File: src/rtl/event_unit_pkg.sv
// Shared types and sizing for the event-unit interrupt delivery path.
package event_unit_pkg;

  localparam int EU_NUM_LINES = 32;
  localparam int EU_ID_WIDTH  = 5;

  typedef enum logic [1:0] {
    IDLE    = 2'd0,
    REQ     = 2'd1,
    CLEAR   = 2'd2,
    HOLDOFF = 2'd3
  } sched_state_e;

endpackage

File: src/rtl/irq_rr_picker.sv
// Masked priority encoder: lowest set index, optionally searching from a start
// pointer first and wrapping to the lowest set index overall.
module irq_rr_picker #(
  parameter int NUM_LINES = 32,
  parameter int ID_WIDTH  = 5
) (
  input  logic [NUM_LINES-1:0] vec,
  input  logic [ID_WIDTH-1:0]  start,
  input  logic                 mode,
  output logic                 valid,
  output logic [ID_WIDTH-1:0]  index
);

  logic                hi_valid;
  logic [ID_WIDTH-1:0] hi_idx;
  logic [ID_WIDTH-1:0] lo_idx;

  // Scan downwards so the last hit is the lowest index in each search window.
  always_comb begin
    hi_valid = 1'b0;
    hi_idx   = '0;
    lo_idx   = '0;
    for (int i = NUM_LINES - 1; i >= 0; i--) begin
      if (vec[i]) begin
        lo_idx = ID_WIDTH'(i);
        if (i >= int'(start)) begin
          hi_valid = 1'b1;
          hi_idx   = ID_WIDTH'(i);
        end
      end
    end
  end

  assign valid = |vec;
  assign index = (mode && hi_valid) ? hi_idx : lo_idx;

endmodule

File: src/rtl/irq_delivery_scheduler.sv
// Picks one pending interrupt line, hands it to the core as req/id, and after the
// core's ack pulses a one-hot clear followed by a hold-off window.
module irq_delivery_scheduler
  import event_unit_pkg::*;
#(
  parameter int NUM_LINES      = EU_NUM_LINES,
  parameter int ID_WIDTH       = EU_ID_WIDTH,
  parameter int HOLDOFF_CYCLES = 2,
  parameter int ROUND_ROBIN    = 0
) (
  input  logic                 HCLK,
  input  logic                 HRESETn,
  input  logic                 sched_en_i,
  input  logic [NUM_LINES-1:0] pending_i,
  output logic                 core_irq_req_o,
  output logic [ID_WIDTH-1:0]  core_irq_id_o,
  input  logic                 core_irq_ack_i,
  input  logic [ID_WIDTH-1:0]  core_irq_ack_id_i,
  output logic [NUM_LINES-1:0] clear_pending_o,
  output logic                 ack_err_o,
  output logic                 busy_o
);

  localparam logic       RR_MODE   = (ROUND_ROBIN != 0);
  localparam logic [3:0] HOLD_LOAD = 4'(HOLDOFF_CYCLES);

  sched_state_e         state;
  logic [ID_WIDTH-1:0]  id_q;
  logic [ID_WIDTH-1:0]  rr_ptr;
  logic [3:0]           hold_cnt;

  logic                 pick_valid;
  logic [ID_WIDTH-1:0]  pick_idx;
  logic [ID_WIDTH-1:0]  rr_next;
  logic [NUM_LINES-1:0] id_onehot;
  logic                 ack_match;

  irq_rr_picker #(
    .NUM_LINES (NUM_LINES),
    .ID_WIDTH  (ID_WIDTH)
  ) u_picker (
    .vec   (pending_i),
    .start (rr_ptr),
    .mode  (RR_MODE),
    .valid (pick_valid),
    .index (pick_idx)
  );

  assign rr_next   = (id_q == ID_WIDTH'(NUM_LINES - 1)) ? '0 : id_q + 1'b1;
  assign ack_match = core_irq_ack_i && (core_irq_ack_id_i == id_q);

  always_comb begin
    id_onehot       = '0;
    id_onehot[id_q] = 1'b1;
  end

  // id_q doubles as the registered id output; it is only meaningful while req is high.
  assign core_irq_id_o = id_q;

  always_ff @(posedge HCLK or negedge HRESETn) begin
    if (!HRESETn) begin
      state           <= IDLE;
      id_q            <= '0;
      rr_ptr          <= '0;
      hold_cnt        <= '0;
      core_irq_req_o  <= 1'b0;
      clear_pending_o <= '0;
      ack_err_o       <= 1'b0;
      busy_o          <= 1'b0;
    end else begin
      clear_pending_o <= '0;
      // A stray ack only raises the error flag; it never steers the FSM.
      ack_err_o       <= core_irq_ack_i && ((state != REQ) || !ack_match);

      unique case (state)
        IDLE: begin
          if (sched_en_i && pick_valid) begin
            id_q           <= pick_idx;
            core_irq_req_o <= 1'b1;
            busy_o         <= 1'b1;
            state          <= REQ;
          end
        end

        REQ: begin
          if (ack_match) begin
            core_irq_req_o  <= 1'b0;
            clear_pending_o <= id_onehot;
            state           <= CLEAR;
          end else if (!core_irq_ack_i && !pending_i[id_q]) begin
            // Line withdrawn by its source before the core took it.
            core_irq_req_o <= 1'b0;
            busy_o         <= 1'b0;
            state          <= IDLE;
          end
        end

        CLEAR: begin
          if (RR_MODE) rr_ptr <= rr_next;
          hold_cnt <= HOLD_LOAD;
          state    <= HOLDOFF;
        end

        HOLDOFF: begin
          hold_cnt <= hold_cnt - 1'b1;
          if (hold_cnt <= 4'd1) begin
            busy_o <= 1'b0;
            state  <= IDLE;
          end
        end

        default: state <= IDLE;
      endcase
    end
  end

endmodule

File: config.mk
export PLATFORM = sky130hd
export DESIGN_NAME = irq_delivery_scheduler
export DESIGN_NICKNAME = d
export VERILOG_FILES = /design/src/rtl/event_unit_pkg.sv /design/src/rtl/irq_rr_picker.sv /design/src/rtl/irq_delivery_scheduler.sv
export SDC_FILE = /design/constraint.sdc
export NUM_CORES = 1
export LEC_CHECK = 0
export BUFFER_PORTS_ARGS = -buffer_cell sky130_fd_sc_hd__buf_2
export CAP_MARGIN = 0
export CORE_MARGIN = 2
export CORE_UTILIZATION = 50
export DETAILED_ROUTE_END_ITERATION = 7
export GPL_ROUTABILITY_DRIVEN = 0
export PLACE_DENSITY = 0.79
export SLEW_MARGIN = 30
export SYNTH_ARGS = -nofsm -noshare
export SYNTH_HDL_FRONTEND = slang
export SYNTH_SLANG_ARGS = --single-unit
File: constraint.sdc
create_clock -name HCLK -period 2.7 [get_ports HCLK]
set_clock_uncertainty 0.2 [all_clocks]
set_input_delay 0.81 -clock HCLK [delete_from_list [all_inputs] [get_ports HCLK]]
set_output_delay 0.81 -clock HCLK [all_outputs]
set_load 0.01 [all_outputs]
==> results.cfg <==
[run_status]
status = complete, no violations

[floorplanning]
die_area_um2 = 5360
start_util_pct = 51.4
ios = 81
coreArea_um2 = 4660
die_h_um = 73.2
rows = 25
chipWidth_um = 73.2

[sta]
worst_pin_slew_ns = 0.468
setup_viol = 0
hold_ws_ns = 0.237
period_minus_slack_ns = 2.49
worst_slack_ns = 0.210
rsz0062_at_grt = false
hold_viol = 0
tns_ns = 0
min_period_over_period_pct = 92.2
slew_headroom_pct = 68.0
slew_viol_final = 0
fmax_mhz = 402

[synth]
synthArstFlopShare_pct = 100
synth_simple_gate_area_share_pct = 22.2
synth_warnings = 0
synth.distinct_cells = 47
ys.flop_type = dfrtp_1
syn_area_um2 = 2400
syn_area_per_cell_um2 = 9.66
synth_top_area_share_pct = 48.0
synth-xor-area-share_pct = 1.83
synth_nets = 291
synth_area_leader_cell = dfrtp_1
ys_top_cells_by_area = dfrtp_1, nor2_1, mux4_1, a21oi_1, o21ai_0
synthesis.instances = 248
synth_top_family_by_area = simple AND/OR/NAND/NOR gates
synth_edf_count = 0
ys_ff_latch = 46
yosysSeqAreaShare_pct = 48.0
synth_fa_ha_area_share_pct = 1.04
synth.mux.area_fraction_pct = 9.50
synth-compound-area-share_pct = 12.3

[worst_setup_path]
r2r-start = core_irq_id_o[1]$_DFFE_PN0P_
critPathCaptureType = register
startpoint = core_irq_id_o[1]$_DFFE_PN0P_
r2r-end = busy_o$_DFFE_PN0P_
reg2reg_slack_ns = 0.21
cp_max_fo = 9
critical-path-top-delay-family = flip-flops
worstSetupPathDepth = 6
arrival_ns = 2.47
critPathBufInv = 1
crit_end = busy_o$_DFFE_PN0P_
required_ns = 2.68
worstSetupPathType = register to register
path_cells = buf_4 > mux4_2 > o2111ai_1 > nand2b_1 > a221oi_2 > a21oi_1
critPathMaxStageDelay_ns = 0.65
reg2reg_depth = 6
slowest_stage = dfrtp_1
startpoint_type = register

[cells_and_area]
antenna_cells = 0
finalNonFillerCells = 391
finish.utilization_pct = 64.2
fillers = 404
fin_nets = 379
area_growth_pct = 25.0
final_cell_area_um2 = 2990
seqCellArea_um2 = 1150
multi_input_area_um2 = 1120
drive_gt1_share_pct = 31.8

[place]
place_inst = 383
dpl_worst_slack_ns = 0.0699
io_buffers = 80
postPlaceCellArea_um2 = 2880
dp_hpwl_um = 4390

[global_routing]
grt_pass1_wl_um = 8960
overflow = 0
grt_pass1_vias = 1961
grt_util_all_layers_pct = 22.0
grt_max_degree = 21
antenna_found_initial = 0

[hold_path]
hold_path.class = primary input to async pin

[clock_network]
htree_levels = 2
cts_resized = 0
cts-buffers-inserted = 5
cts_buffer_depth = 2
path_clk_slew_ns = 0.08
cts_root_buf = clkbuf_8
tritoncts = built
ctsHoldBuffers = 0
cts_sinks = 46
post-cts-setup-buffers = 0
clkLatencyLatePin_ns = 0.30

[detailed_routing]
drc = 0
wl_um = 5580
drtAntennaViolNets = 0
viasPerCell = 5.54
first_iter_violations = 74
via_count = 2168
firstDrtPassIters = 4
routedWlPerCell_um = 14.3

[power]
total_power_mw = 2.20
p_per_area_nw_per_um2 = 734
vdd_drop_max_mv = 0.369
p_leak_nw = 1.53

[run]
maxCapViolCount = 0
## worst reg2reg max path, stage by stage, from the launching register on
cell and delay, ns:
dfrtp_1 0.65, buf_4 0.23, mux4_2 0.51, o2111ai_1 0.27
nand2b_1 0.14, a221oi_2 0.26, a21oi_1 0.12
## layout make-up
class,instances,share of cell area (%)
flip-flops and latches,46,38.4
repair buffers,93,16.6
inverters,12,1.50
clock buffers,6,2.42
well taps,54,2.26
clock inverters,2,1.25
multi-input cells,178,37.5
## cells by family (layout without fill, tap and decap cells)
logic type / Yosys count / count (layout)
adder cells (fa/ha/maj): 2 / 2
AND/OR/NAND/NOR: 113 / 113
buffers and inverters: 24 / 113
XOR/XNOR: 5 / 5
flip-flops: 46 / 46
AO/OA/AOI/OAI: 46 / 46
multiplexers: 12 / 12
## registers in the layout, indices dropped and copies added (netlist names), named ones only
register and count:
core_irq_req_o 1, busy_o 1, clear_pending_o 32, core_irq_id_o 5, ack_err_o 1, hold_cnt 4, state 1
## worst min-delay path by stage
stage | startpoint | to | slack [ns] | depth (start not counted)
2_1_floorplan | HRESETn | async pin | 0.31 | 0
3_3_place_gp | hold_cnt[1]$_DFFE_PN0P_ | hold_cnt[1]$_DFFE_PN0P_ | 0.35 | 2
3_5_place_dp | hold_cnt[1]$_DFFE_PN0P_ | hold_cnt[1]$_DFFE_PN0P_ | 0.36 | 2
4_1_cts | HRESETn | clear_pending_o[13]$_DFF_PN0_ | 0.25 | 1
5_1_grt | HRESETn | clear_pending_o[13]$_DFF_PN0_ | 0.27 | 1
6_report | HRESETn | clear_pending_o[0]$_DFF_PN0_ | 0.24 | 1
## power breakdown
group          total, mW  switching (mW)  internal [mW]
clock network      0.496           0.220          0.276
logic              0.776           0.425          0.352
registers          0.927           0.154          0.772
total               2.20           0.799           1.40
## layer usage
| metal | GRT usage (%) | share of wire [%] |
|---|---|---|
| met5 | 0 | 0 |
| met2 | 36.0 | 48 |
| met3 | 4.28 | 7.3 |
| met4 | 7.61 | 2.0 |
| met1 | 29.2 | 42 |
## cell usage in the layout, fill, tap and decap left out, types with 2 or more instances in the layout
cell type  netlist  routed
buf_2            2      80
nor2_1          51      51
dfrtp_1         46      46
nand2_1         15      15
buf_4            0      13
inv_1           12      12
a21oi_1         12      12
o21ai_0         12      12
nand3_1         10      10
nor4_1           8       8
nor3_1           6       6
mux4_1           5       5
clkbuf_8         0       5
xor2_1           4       4
nand4_1          4       4
nand2b_1         4       4
nor2b_1          4       4
mux2i_1          4       4
o31ai_1          4       4
a211oi_1         3       3
a31oi_1          3       3
and2_1           2       2
or2_2            2       2
mux4_2           2       2
o21a_1           2       2
or4_1            2       2
ha_1             2       2
## synthesized netlist by cell type (4+ instances only)
library cell and n:
nand4_1 4, a21oi_1 12, nor2b_1 4, nor2_1 51, nor4_1 8, dfrtp_1 46
nand3_1 10, o31ai_1 4, nor3_1 6, mux2i_1 4, inv_1 12, o21ai_0 12
mux4_1 5, nand2_1 15, nand2b_1 4, xor2_1 4
No activity file was read; power rests on OpenSTA's default activity.
